<file path="config.mk">
export PLATFORM = sky130hd
export DESIGN_NAME = mbx_rx_fetch
export DESIGN_NICKNAME = d
export VERILOG_FILES = /design/src/rtl/mbx_rx_fetch.sv
export SDC_FILE = /design/constraint.sdc
export NUM_CORES = 1
export LEC_CHECK = 0
export CORE_UTILIZATION = 50
export CTS_CLUSTER_DIAMETER = 80
export DETAILED_ROUTE_END_ITERATION = 12
export GPL_ROUTABILITY_DRIVEN = 0
export MAX_ROUTING_LAYER = met4
export PLACE_DENSITY = 0.87
export SETUP_SLACK_MARGIN = 0.2
export SYNTH_ARGS = -nofsm -noshare
export SYNTH_HDL_FRONTEND = slang
export SYNTH_SLANG_ARGS = --single-unit
</file>
<file path="constraint.sdc">
create_clock -name hclk -period 3.57 [get_ports hclk]
set_clock_uncertainty 0.1 [all_clocks]
set_input_delay 0.357 -clock hclk [delete_from_list [all_inputs] [get_ports hclk]]
set_output_delay 0.357 -clock hclk [all_outputs]
set_load 0.02 [all_outputs]
</file>
<file path="src/rtl/mbx_rx_fetch.sv">
// ---------------------------------------------------------------------------------------------
// mbx_rx_fetch
//   Receive-side AHB-lite master. When the mailbox raises its transmit interrupt the engine
//   reads the mailbox DATA register. It then writes ACK_VALUE to STATUS and waits for the
//   interrupt to drop. Each received word goes into a first-word-fall-through FIFO that the
//   local core pops.
//
// Ports
//   hclk, hrst            clock, asynchronous active-high reset
//   rx_intr               mailbox transmit interrupt (level)
//   m_haddr .. m_hwdata   AHB-lite master request (NONSEQ/IDLE only, word size)
//   m_hrdata, m_hready,
//   m_hresp               AHB-lite slave response
//   rx_valid, rx_data     FIFO head (valid whenever the FIFO is not empty)
//   rx_pop                consume the head word
//   rx_count              FIFO occupancy
//   err, err_clr          sticky bus/timeout error flag and its clear
// ---------------------------------------------------------------------------------------------
module mbx_rx_fetch #(
    parameter logic [31:0] DATA_ADDR   = 32'h0000_0004,
    parameter logic [31:0] STATUS_ADDR = 32'h0000_0008,
    parameter logic [31:0] ACK_VALUE   = 32'h0000_0001,
    parameter int unsigned FIFO_DEPTH  = 8,
    parameter int unsigned CLR_TIMEOUT = 64
) (
    input  logic                          hclk,
    input  logic                          hrst,
    input  logic                          rx_intr,
    output logic [31:0]                   m_haddr,
    output logic [1:0]                    m_htrans,
    output logic                          m_hwrite,
    output logic [2:0]                    m_hsize,
    output logic [31:0]                   m_hwdata,
    input  logic [31:0]                   m_hrdata,
    input  logic                          m_hready,
    input  logic [1:0]                    m_hresp,
    output logic                          rx_valid,
    output logic [31:0]                   rx_data,
    input  logic                          rx_pop,
    output logic [$clog2(FIFO_DEPTH):0]   rx_count,
    output logic                          err,
    input  logic                          err_clr
);

    localparam int unsigned AW = $clog2(FIFO_DEPTH);
    localparam int unsigned CW = AW + 1;
    localparam int unsigned TW = $clog2(CLR_TIMEOUT + 1);

    localparam logic [1:0]    HTRANS_IDLE   = 2'b00;
    localparam logic [1:0]    HTRANS_NONSEQ = 2'b10;
    localparam logic [1:0]    HRESP_OKAY    = 2'b00;
    localparam logic [CW-1:0] FULL_COUNT    = CW'(FIFO_DEPTH);
    localparam logic [TW-1:0] TIMER_LAST    = TW'(CLR_TIMEOUT - 1);

    typedef enum logic [2:0] {
        StIdle,
        StRdA,
        StRdD,
        StAckA,
        StAckD,
        StWaitClr
    } state_e;

    state_e          r_state, w_state_d;
    logic [1:0]      r_htrans, w_htrans_d;
    logic [31:0]     r_haddr, w_haddr_d;
    logic            r_hwrite, w_hwrite_d;
    logic [31:0]     r_hwdata, w_hwdata_d;
    logic [TW-1:0]   r_timer, w_timer_d;
    logic            r_err;
    logic            w_err_set;
    logic            w_push;
    logic            w_pop;
    logic            w_has_room;

    logic [31:0]     r_mem [FIFO_DEPTH];
    logic [AW-1:0]   r_wptr, r_rptr;
    logic [CW-1:0]   r_count;

    // A pop in the same cycle frees a slot, so a full FIFO can still start a fetch.
    assign w_pop      = rx_pop && (r_count != '0);
    assign w_has_room = (r_count != FULL_COUNT) || rx_pop;

    // ------------------------------------------------------------------
    // FSM next-state and bus request. Address-phase states spend one cycle
    // loading the request registers (htrans still IDLE), then hold NONSEQ
    // until the slave accepts it with m_hready=1.
    // ------------------------------------------------------------------
    always_comb begin
        w_state_d  = r_state;
        w_htrans_d = r_htrans;
        w_haddr_d  = r_haddr;
        w_hwrite_d = r_hwrite;
        w_hwdata_d = r_hwdata;
        w_timer_d  = r_timer;
        w_push     = 1'b0;
        w_err_set  = 1'b0;

        unique case (r_state)
            StIdle: begin
                if (rx_intr && w_has_room) begin
                    w_state_d = StRdA;
                end
            end
            StRdA: begin
                if (r_htrans == HTRANS_IDLE) begin
                    w_htrans_d = HTRANS_NONSEQ;
                    w_haddr_d  = DATA_ADDR;
                    w_hwrite_d = 1'b0;
                end else if (m_hready) begin
                    w_htrans_d = HTRANS_IDLE;
                    w_state_d  = StRdD;
                end
            end
            StRdD: begin
                if (m_hready) begin
                    if (m_hresp == HRESP_OKAY) begin
                        w_push    = 1'b1;
                        w_state_d = StAckA;
                    end else begin
                        w_err_set = 1'b1;
                        w_state_d = StIdle;
                    end
                end
            end
            StAckA: begin
                if (r_htrans == HTRANS_IDLE) begin
                    w_htrans_d = HTRANS_NONSEQ;
                    w_haddr_d  = STATUS_ADDR;
                    w_hwrite_d = 1'b1;
                end else if (m_hready) begin
                    w_htrans_d = HTRANS_IDLE;
                    w_hwrite_d = 1'b0;
                    w_hwdata_d = ACK_VALUE;
                    w_state_d  = StAckD;
                end
            end
            StAckD: begin
                if (m_hready) begin
                    w_hwdata_d = '0;
                    if (m_hresp == HRESP_OKAY) begin
                        w_timer_d = '0;
                        w_state_d = StWaitClr;
                    end else begin
                        w_err_set = 1'b1;
                        w_state_d = StIdle;
                    end
                end
            end
            StWaitClr: begin
                // Leaving before the interrupt drops would re-read the same word.
                if (!rx_intr) begin
                    w_state_d = StIdle;
                end else if (r_timer == TIMER_LAST) begin
                    w_err_set = 1'b1;
                    w_state_d = StIdle;
                end else begin
                    w_timer_d = r_timer + 1'b1;
                end
            end
            default: begin
                w_state_d = StIdle;
            end
        endcase
    end

    always_ff @(posedge hclk or posedge hrst) begin
        if (hrst) begin
            r_state  <= StIdle;
            r_htrans <= HTRANS_IDLE;
            r_haddr  <= '0;
            r_hwrite <= 1'b0;
            r_hwdata <= '0;
            r_timer  <= '0;
        end else begin
            r_state  <= w_state_d;
            r_htrans <= w_htrans_d;
            r_haddr  <= w_haddr_d;
            r_hwrite <= w_hwrite_d;
            r_hwdata <= w_hwdata_d;
            r_timer  <= w_timer_d;
        end
    end

    // Set has priority over clear so an error in the clearing cycle is not lost.
    always_ff @(posedge hclk or posedge hrst) begin
        if (hrst) begin
            r_err <= 1'b0;
        end else if (w_err_set) begin
            r_err <= 1'b1;
        end else if (err_clr) begin
            r_err <= 1'b0;
        end
    end

    // ------------------------------------------------------------------
    // RX FIFO: pointers wrap naturally because FIFO_DEPTH is a power of two.
    // ------------------------------------------------------------------
    always_ff @(posedge hclk) begin
        if (w_push) begin
            r_mem[r_wptr] <= m_hrdata;
        end
    end

    always_ff @(posedge hclk or posedge hrst) begin
        if (hrst) begin
            r_wptr  <= '0;
            r_rptr  <= '0;
            r_count <= '0;
        end else begin
            if (w_push) begin
                r_wptr <= r_wptr + 1'b1;
            end
            if (w_pop) begin
                r_rptr <= r_rptr + 1'b1;
            end
            case ({w_push, w_pop})
                2'b10:   r_count <= r_count + 1'b1;
                2'b01:   r_count <= r_count - 1'b1;
                default: r_count <= r_count;
            endcase
        end
    end

    assign m_htrans = r_htrans;
    assign m_haddr  = r_haddr;
    assign m_hwrite = r_hwrite;
    assign m_hsize  = 3'b010;
    assign m_hwdata = r_hwdata;
    assign rx_valid = (r_count != '0);
    assign rx_data  = (r_count != '0) ? r_mem[r_rptr] : '0;
    assign rx_count = r_count;
    assign err      = r_err;

endmodule

</file>
== Word-level counts from Yosys, hierarchy flattened ==
Memories as Yosys holds them, arrays and structs flattened.
Cells that the tools add are included.
Word-level totals
  bits in registers: 88
  RAM bits: 256
  input port bits: 40
  output and inout bits: 108
  logic and storage cells: 104
  memories kept: 1
Memories
  r_mem: words 8, width 32, read ports 1, clocked after memory_dff 0, write ports 1, line 76  | logic [31:0] r_mem [FIFO_DEPTH];
Operators by class
  add/subtract/negate cells: 5
  eq/ne operators: 23
  muxes and demuxes: 44
  reductions and logical operators: 21
Operator list (count)
  $mux 32: 6
  $pmux 32 s2: 2
  $mux 3: 10
  $mux 7: 4
  $ne 2x2->1 const B: 12
  $pmux 3 s6: 1
  $mux 1: 14
  $pmux 7 s2: 1
  $reduce_bool 2->1: 6
  $pmux 4 s2: 1
  $reduce_and 8->1: 1
  $add 7x1->7 const B: 1
  $eq 7x6->1 const B: 1
  $add 3x1->3 const B: 2
  $eq 3x2->1 const B: 2
  $eq 3x3->1 const B: 2
  $mux 2: 3
  $ne 3x3->1 const B: 2
  $reduce_and 3->1: 2
  $reduce_and 5->1: 1
  $add 4x1->4 const B: 1
  $logic_not 2->1: 2
  $ne 4x4->1 const B: 1
  $pmux 1 s2: 2
  11 further kinds: 13

== Logic depth before layout (Yosys ltp) ==
  depth after elaboration: 6
  depth in mapped cells: 11
  gate-level depth less buffers: 10

== Least setup slack after synthesis ==
No wires, ideal clock.
  kind: reg2reg
  from: register r_state[0]
  to: memory r_mem[0][0] (enable)
  setup time: 461 ps
  data arrival time: 3349 ps
  required time: 3009 ps
  slack: -340 ps
  stages on the path, launching flop included: 6
  path buffers: 1
  clock period less this slack: 3910 ps
  cells stage by stage: dfrtp_1 buf_2 nor2b_1 and4b_1 nand2b_1 nor3_1
Between the ends
  word-level cells in the longest chain between the ends: 4
Ends and longest elaborated chain
  start, declared: line 64  | state_e r_state, w_state_d;
  start signal, assigned: line 169  | r_state <= StIdle;
  start signal, assigned: line 176  | r_state <= w_state_d;
  $eq 3x2->1: line 99  | unique case (r_state)
  $mux 1: line 99
  $mux 1: line 200  | if (w_push) begin
  $mux 1 (not written as such): line 201  | r_mem[r_wptr] <= m_hrdata;
  end, declared: line 76
Every way passes these cells.

== Worst setup path in the final report ==
  from: register r_rptr[0]
  to: output port rx_data[13]
Between the ends
  word-level cells in the longest chain between the ends: 2
Ends and longest elaborated chain
  start, declared: line 77  | logic [AW-1:0] r_wptr, r_rptr;
  start signal, assigned: line 215  | r_rptr <= r_rptr + 1'b1;
  $mem_v2 8x32
  $mux 32: line 231  | assign rx_data = (r_count != '0) ? r_mem[r_rptr] : '0;
  end, declared: line 38  | output logic [31:0] rx_data,
Every way passes these cells.

==> summary.txt <==
Routing
  • Detailed Route WL: 21510 um
  • Via Count: 5726
  • Wire per inst: 20.73 um
  • Drt pass-1 iters: 4
  • Drt via density: 5.516
  • # DRC: 0
  • Post-route ant nets: 0
  • Initial DRC Count: 436

Setup path
  • Worst setup path category: flop to output port
  • Critical path launch point type: flop
  • Critical-path top delay cell: mux4_2
  • R2R Setup Slk: 0.87 ns
  • Critical Path End: rx_data[13]
  • RR Startpoint: r_state[0]
  • R2R cell count: 10
  • CP Data Arrival Time: 2.72 ns
  • Critical Path Fanout Max: 43
  • Worst path max stage delay: 0.56 ns
  • CP startpoint: r_rptr[0]
  • Worst EP required: 3.11 ns
  • Cell chain of the critical path: buf_12, mux4_2, mux2i_1, nor2_1, clkdlybuf4s50_1
  • CP endpoint kind: output port
  • FF-to-FF End: rx_count[2]

Synth
  • Register area share after synthesis: 71.63%
  • Synth area leaders: edfxtp_1 66%, mux4_2 12%, dfrtp_1 5.6%
  • Synth top area share: 66.04%
  • Syn_area_per_cell: 18.54 um^2
  • #FFs+latches synth: 282
  • Yosys warnings: 0
  • Cell Area, Synth: 11640 um^2
  • Post-synth EDFFs: 256
  • Most common cell in the netlist: edfxtp_1
  • Most used DFF post-synth: edfxtp_1
  • Async S/R FF share, synth: 9.220%
  • Largest area contributor in the netlist: edfxtp_1
  • Post-synth top cells: 256 x edfxtp_1, 66 x buf_4, 64 x mux4_2
  • Yosys cell types: 47
  • Mapped Cells: 628

STA
  • Minimum clock period: 3.177 ns
  • Worst slew pin tran: 1.040 ns
  • Slew Limit Fails: 0
  • Max-slew headroom: 30.57%
  • Fin Hold WS: 0.2802 ns
  • Fmax: 314.8 MHz
  • Final count of negative-setup-slack endpoints: 0
  • Crit share post-route: 88.99%
  • Final hold viol count: 0
  • Unrepaired setup endpoints after global routing: no
  • Setup TNS: 0 ns

Layout
  • Share of post-route cells with drive strength above 1: 19.39%
  • N_diodes: 0
  • Nets: 778
  • # fillers: 1644
  • P&R area growth vs syn: 16.75%

GRT
  • Vias in the first global route: 5699
  • First-pass GRT wire length: 32790 um
  • Largest net degree at the start of global routing: 67
  • Total track usage: 19.11%
  • Total grt overflow: 0
  • Initial antenna violation count: 0

Clock network
  • Reg clk slew, reported paths: 0.06 ns
  • H-tree depth: 1
  • Root Driver: clkbuf_16
  • Clk_lat worst skew: 0.53 ns
  • CTS sink count: 282
  • Postcts setup bufs: 0
  • CTS buffer count: 28
  • CTS tree: built
  • Hold-fix buffers, CTS: 0
  • # resized after CTS: 0
  • Clk buf depth: 3

Floorplanning
  • Io pins: 148
  • Die width: 154.6 um
  • Initial Util: 51.26%
  • Rows: 55
  • Die Y: 154.6 um
  • Die area: 23900 um^2
  • CORE AREA: 22710 um^2

Flow run
  • Max-Cap Viols: 0

Status
  • Status: finished clean

Power
  • Power per Cell Area: 741.4 nW/um^2
  • PnR Total Power: 10080 uW
  • Leakage: 0.004657 uW
  • Worst IR Drop VDD: 0.6100 mV

Placement
  • Post-DP HPWL: 12880 um
  • Port Buffers: 82

Min path
  • Hold Crit Class: input pin to asynchronous set/reset pin
-- how the worst min path moves through the flow --
stage                     startpoint  slack [ns]    endpoint
after floorplan                 hrst        0.30         err
after global placement    m_haddr[2]        0.37  m_haddr[2]
after detailed placement  m_haddr[2]        0.37  m_haddr[2]
after CTS                       hrst        0.29  r_timer[5]
after global routing         err_clr        0.37         err
final                           hrst        0.28  r_timer[2]
-- state kept, by name (all words and copies together), names as in the netlist --
signal,count
m_hwrite,1
r_timer,7
r_wptr,3
r_state,3
r_mem,256
m_htrans,1
r_rptr,3
m_hwdata,1
err,1
m_haddr,2
rx_count,4
-- layout make-up --
class,instances,area (um^2),share of cell area [%]
Clock buffer,36,752.0,5.533
Clock inverter,15,78.83,0.5800
Inverter,7,26.28,0.1933
Multi-Input combinational cell,310,2979,21.92
Sequential cell,282,8344,61.40
Tap cell,285,356.6,2.624
Timing Repair Buffer,103,1054,7.752
-- placed cells by master, fill, tap and decap left out, drive strengths merged, types with 2 or more instances in the layout --
cell type	synthesis	final
buf	80	21
nand2	22	22
nand3b	3	3
o31ai	2	2
o22ai	3	3
o21ai	13	13
clkdlybuf4s50	0	82
nor4	2	2
and4b	2	2
clkbuf	12	36
nand3	5	5
conb	2	65
nor2b	2	2
a21oi	5	5
ha	6	6
or3	3	3
xnor2	3	3
mux2i	32	32
xor2	6	6
mux2	3	3
dfrtp	26	26
inv	7	8
edfxtp	256	256
mux4	64	64
nor2	42	42
nor3	7	7
nand2b	6	6
nor3b	2	2
clkinv	0	13
-- kinds of logic after synthesis --
| family | after synthesis | synth area share (%) |
|---|---|---|
| DFF | 282 | 71.63 |
| muxes | 99 | 15.42 |
| and+or+nand+nor | 99 | 4.246 |
| buffers and inverters | 99 | 5.471 |
| AOI/OAI and AO/OA | 31 | 1.763 |
| xor gates and xnor gates | 9 | 0.6772 |
| adders and majority gates | 7 | 0.7309 |
| other | 2 | 0.06451 |
-- report_power, final --
part | total, uW | switching, uW | internal (uW)
clock network | 2640 | 1150 | 1480
registers | 3980 | 243 | 3730
logic | 3460 | 1730 | 1730
-- metal layers --
metal  vias to the layer above  part of all wire (%)  track usage (%)  wire length, um
met5                         -                     0                -                0
met4                         0                   1.7            4.998              358
met2                       212                    51            31.29            10930
li1                       2536                     -                -                -
met1                      2946                    42            24.79             8965
met3                        32                   5.8            3.614             1257
-- metrics by stage --
step	cell area, um^2	setup slack, ns	utilization, %	cells
after floorplan	11890	0.5165	-	691
after global placement	12760	0.5802	56.19	987
after detailed placement	12760	0.4932	56.19	987
after CTS	13590	0.3273	59.85	1038
after global routing	13590	0.2696	59.85	1038
final	13590	0.3930	59.85	1038
-- worst max-delay path: cells and delay by family (launching register included) --
kind / cells / cell delay, ns
buffers and inverters: 2 / 0.87
multiplexers: 2 / 0.80
flip-flops: 1 / 0.44
AND/OR/NAND/NOR: 1 / 0.07
(Power assumes the default switching activity.)
==> patch 1, RTL diff (config.mk and constraints unchanged) <==
`CLR_TIMEOUT`: 64 -> 32.
--- a/src/rtl/mbx_rx_fetch.sv
+++ b/src/rtl/mbx_rx_fetch.sv
@@ -22,5 +22,5 @@
     parameter logic [31:0] ACK_VALUE   = 32'h0000_0001,
     parameter int unsigned FIFO_DEPTH  = 8,
-    parameter int unsigned CLR_TIMEOUT = 64
+    parameter int unsigned CLR_TIMEOUT = 32
 ) (
     input  logic                          hclk,
Behaviour: no difference found for any inputs over 10 cycles, from zero or initial values and one cycle with hrst high; that may be too few to reach the edited logic, so the function may still have changed.
==> patch 1 against the original RTL <==
- clock power is 10% higher
- sequential cell count is 1 lower
- cell area is 0.33% higher
- routed wire length is 0.52% lower
- core utilization is 0.20 points higher
- hold slack worse by 0.039 ns
- count of clock-buffer cells in the layout is 4 lower
- total power is 2.8% higher
- cell count is 0.29% lower
- setup slack better by 0.064 ns
- area after synthesis is 0.18% lower
- via count hardly changed
- critical endpoint is now rx_data[22]
==> patch 1: results (changes against the original RTL) <==
stage,metric,value,unit,change
outcome,status,"complete, no violations",,
global_route,grt_pass1_vias,5810,,+1.9%
final_layout,drive_gt1_share,19.4,%,about the same
synth,yosys-top-cells-area,"edfxtp_1, mux4_2, dfrtp_1",,
synth,synth_cell_types,46,,-2.1%
pwr,p_leak,4.69,nW,+0.74%
route,dr.pass1.iters,4,,unchanged
clock_tree,cts_setup_buffers,3,,+3
critical_path,cp_max_fo,26,,-40%
route,via_count,5723,,-0.052%
global_route,grt_max_degree,67,,unchanged
place,dpl.hpwl,12500,um,-2.7%
clock_tree,insertion_delay,0.54,ns,
critical_path,r2r_end,rx_count[2]$_DFFE_PP0P_,,
final_layout,top_register,r_mem,,
synth,postSynthCellCount,622,,-0.96%
synth,ys_top_cells_by_count,"edfxtp_1, buf_4, mux4_2",,
critical_path,rr_worst_depth,10,,unchanged
critical_path,r2r_start,r_state[0]$_DFFE_PP0P_,,
synth,yosys_warnings,0,,unchanged
final_layout,num-nets-final,774,,-0.51%
critical_path,ff2ff_setup_slack,0.88,ns,
clock_tree,htree_levels,1,,unchanged
final_layout,largest_reg_flops,256,,unchanged
global_route,grtUsageTotal,19.1,%,about the same
clock_tree,cts_root_buffer,clkbuf_16,,
synth,synth_edf_count,256,,unchanged
global_route,grt_pass1_wl,33200,um,+1.1%
clock_tree,cts_buffers,28,,unchanged
global_route,antenna_found_initial,1,,+1
synth,synth_top_area_share,66.2,%,+0.12 points
timing,slew_headroom,36.9,%,+6.3 points
clock_tree,clkTransAtPathRegs,0.06,ns,about the same
route,wl_per_cell,20.7,um,-0.23%
clock_tree,cts_resized,0,,unchanged
place,dp_slack,0.666,ns,+0.173 ns
synth,ys_seq_area_share,71.5,%,-0.084 points
synth,synthArstFlopShare,8.90,%,-0.32 points
place,numPortBuffers,82,,unchanged
route,first_iter_violations,386,,-11%
hold_path,holdCritPathClass,primary input to asynchronous set/reset pin,,
clock_tree,clk_path_buf_depth,3,,unchanged
pwr,peakVddDrop,493,uV,-19%
final_layout,fillerInstances,1583,,-3.7%
critical_path,cp.arrival,2.66,ns,-0.06 ns
-- patch 1: how the worst max path moves through the flow --
| stage | from | to | slack [ns] | cells after the start |
|---|---|---|---|---|
| floorplan | r_state[0]$_DFFE_PP0P_ | r_mem[6][0]$_DFFE_PP_ | 0.60 | 4 |
| global placement | m_hresp[1] | rx_count[2]$_DFFE_PP0P_ | 0.69 | 11 |
| detailed placement | m_hresp[1] | rx_count[2]$_DFFE_PP0P_ | 0.67 | 11 |
| CTS | r_rptr[0]$_DFFE_PP0P_ | rx_data[22] | 0.43 | 5 |
| global route | rx_count[1]$_DFFE_PP0P_ | rx_data[22] | 0.37 | 4 |
| finish | r_rptr[0]$_DFFE_PP0P_ | rx_data[22] | 0.46 | 5 |
-- patch 1: per-layer routing --
layer / wire length, um / track usage (%) / part of all wire, %
met3: 1230 / 2.72 / 5.7
met1: 8850 / 25.1 / 41
met5: 0 / - / 0
met2: 10900 / 31.8 / 51
met4: 385 / 4.81 / 1.8
-- patch 1: where the power goes --
part	internal, W	total [W]	switching, W
Clock	0.00175	0.00291	0.00116
Sequential	0.00372	0.00396	0.000236
Combinational	0.00177	0.00350	0.00173
Total	0.00724	0.0104	0.00312
-- patch 1: area by class of cell --
class / count / area (um^2) / share of cell area (%)
inverters: 5 / 18.8 / 0.138
clock inverters: 18 / 185 / 1.36
well taps: 285 / 357 / 2.62
flip-flops and latches: 281 / 8320 / 61.0
clock buffers: 32 / 737 / 5.40
repair buffers: 105 / 1080 / 7.93
multi-input cells: 307 / 2930 / 21.5
diodes: 2 / 5.00 / 0.0367
-- patch 1: per-stage QoR --
| stage | cell area (um^2) | instances | hold WS (ns) | utilization [%] | total power [W] |
|---|---|---|---|---|---|
| after floorplan | 11900 | 685 | 0.284 | - | 0.00633 |
| after global placement | 12700 | 980 | 0.369 | 55.8 | 0.00745 |
| after detailed placement | 12700 | 980 | 0.382 | 55.8 | 0.00751 |
| after CTS | 13600 | 1033 | 0.280 | 60.0 | 0.0105 |
| after global routing | 13600 | 1034 | 0.365 | 60.0 | 0.0108 |
| final | 13600 | 1035 | 0.241 | 60.0 | 0.0104 |
-- patch 1: logic make-up after synthesis --
family / count (synthesis) / synth area share [%]
AO/OA/AOI/OAI: 33 / 1.90
XOR/XNOR: 8 / 0.603
adder cells (fa/ha/maj): 6 / 0.646
buffers and inverters: 97 / 5.84
flip-flops: 281 / 71.5
multiplexers: 100 / 15.6
other: 2 / 0.0646
AND/OR/NAND/NOR: 95 / 3.84
-- patch 1: critical path, stage by stage (launching register included) --
cell             delay (ns)
dfrtp_4                0.47
buf_12                 0.24
mux4_2                 0.52
mux2i_1                0.17
nor2_1                 0.11
clkdlybuf4s50_1        0.58
==> patch 2, RTL diff (config.mk and constraints unchanged) <==
Made on the original files. Take the reset off `r_hwdata` and load it in a clocked block of its own.
--- a/src/rtl/mbx_rx_fetch.sv
+++ b/src/rtl/mbx_rx_fetch.sv
@@ -171,5 +171,4 @@
             r_haddr  <= '0;
             r_hwrite <= 1'b0;
-            r_hwdata <= '0;
             r_timer  <= '0;
         end else begin
@@ -178,7 +177,10 @@
             r_haddr  <= w_haddr_d;
             r_hwrite <= w_hwrite_d;
-            r_hwdata <= w_hwdata_d;
             r_timer  <= w_timer_d;
         end
+    end
+
+    always_ff @(posedge hclk) begin
+        r_hwdata <= w_hwdata_d;
     end
 
Formal check against the unedited RTL: differs if hrst is asserted again (counterexample within 10 cycles, from zero or initial values and one cycle with hrst high); with hrst held inactive, the same outputs for 10 cycles.
==> patch 2 against the original RTL <==
- die area up 0.58%
- sequential cell count stayed put
- total power up 4.2%
- setup slack lost 0.0035 ns
- cell area grew 1.7%
- area after synthesis rose by 0.59%
- critical path depth stayed put
- routed wire length down 1.0%
- largest cell class unchanged
- highest routed layer unchanged
==> patch 2: results (changes against the original RTL) <==
stage,metric,value,unit,change
synth,synthArstFlopShare,8.87,%,-0.35 points
place,dp_slack,0.630,ns,+0.137 ns
synth,synthAdderAreaFrac,0.727,%,-0.0043 points
synth,synth_cell_types,55,,+17%
global_route,use_met2,30.8,%,-0.48 points
critical_path,cp_max_fo,34,,-21%
synth,ys_top_cells_by_count,"edfxtp_1, buf_4, mux4_2",,
global_route,grtUsageTotal,19.0,%,-0.099 points
synth,synthMuxAreaShare,15.6,%,+0.17 points
route,wl_met1,8890,um,-0.89%
global_route,grt_pass1_wl,33100,um,+0.91%
synth,ys_seq_area_share,71.2,%,-0.38 points
pwr,netSwitchingPower,0.00316,W,+1.2%
final_layout,drive_gt1_share,20.3,%,+0.90 points
global_route,grt_pass1_vias,5840,,+2.5%
route,dr.pass1.iters,5,,+1
pwr,combinationalPower,0.00341,W,-1%
route,wl_met2,10500,um,-4.4%
pwr,clock_power_share,28.9,%,+2.7 points
outcome,status,"complete, no violations",,
route,via_count,5687,,-0.68%
final_layout,fillerInstances,1620,,-1.5%
pwr,peakVddDrop,582,uV,-4.7%
global_route,grtUsageMet1,25.1,%,+0.27 points
synth,synthXorXnorAreaFrac,0.748,%,+0.071 points
-- patch 2: cell count changes in the layout (fill, tap and decap cells not counted), sizes merged, moves of 3 or more --
| cell | before | now |
|---|---|---|
| bufinv | 0 | 5 |
| o21ai | 13 | 8 |
| nand4 | 0 | 3 |
| mux2i | 32 | 35 |
| a21oi | 5 | 9 |
-- patch 2: cell type report --
type,count,share of cell area [%]
timing repair buffer,103,7.56
clock buffer,34,5.39
antenna,1,0.0181
sequential,282,60.4
tap,313,2.83
inverter,8,0.217
multi-input combinational,313,21.9
clock inverter,19,1.67
-- patch 2: metrics by stage --
stage,area (um^2),hold WS (ns),std cells,total power [W],utilization [%]
after detailed placement,12800,0.389,1019,0.00757,56.4
after global placement,12800,0.366,1019,0.00752,56.4
final,13800,0.264,1073,0.0105,60.7
after global routing,13800,0.360,1072,0.0110,60.7
after CTS,13800,0.302,1072,0.0106,60.6
after floorplan,12000,0.284,693,0.00637,-
-- patch 2: worst max-delay path by stage --
stage / slack (ns) / start / cells past startpoint / end
after floorplan: 0.53 / r_state[1]$_DFFE_PP0P_ / 5 / r_mem[6][0]$_DFFE_PP_
after global placement: 0.64 / m_hready / 11 / rx_count[2]$_DFFE_PP0P_
after detailed placement: 0.63 / m_hready / 11 / rx_count[2]$_DFFE_PP0P_
after CTS: 0.30 / r_rptr[0]$_DFFE_PP0P_ / 5 / rx_data[15]
after global routing: 0.22 / r_rptr[0]$_DFFE_PP0P_ / 5 / rx_data[15]
final: 0.39 / r_rptr[0]$_DFFE_PP0P_ / 5 / rx_data[15]
-- patch 2: what timing repair did --
item,in CTS,in global routing
setup endpoints to repair,8,1
setup buffers,0,0
gates resized for setup,1,1
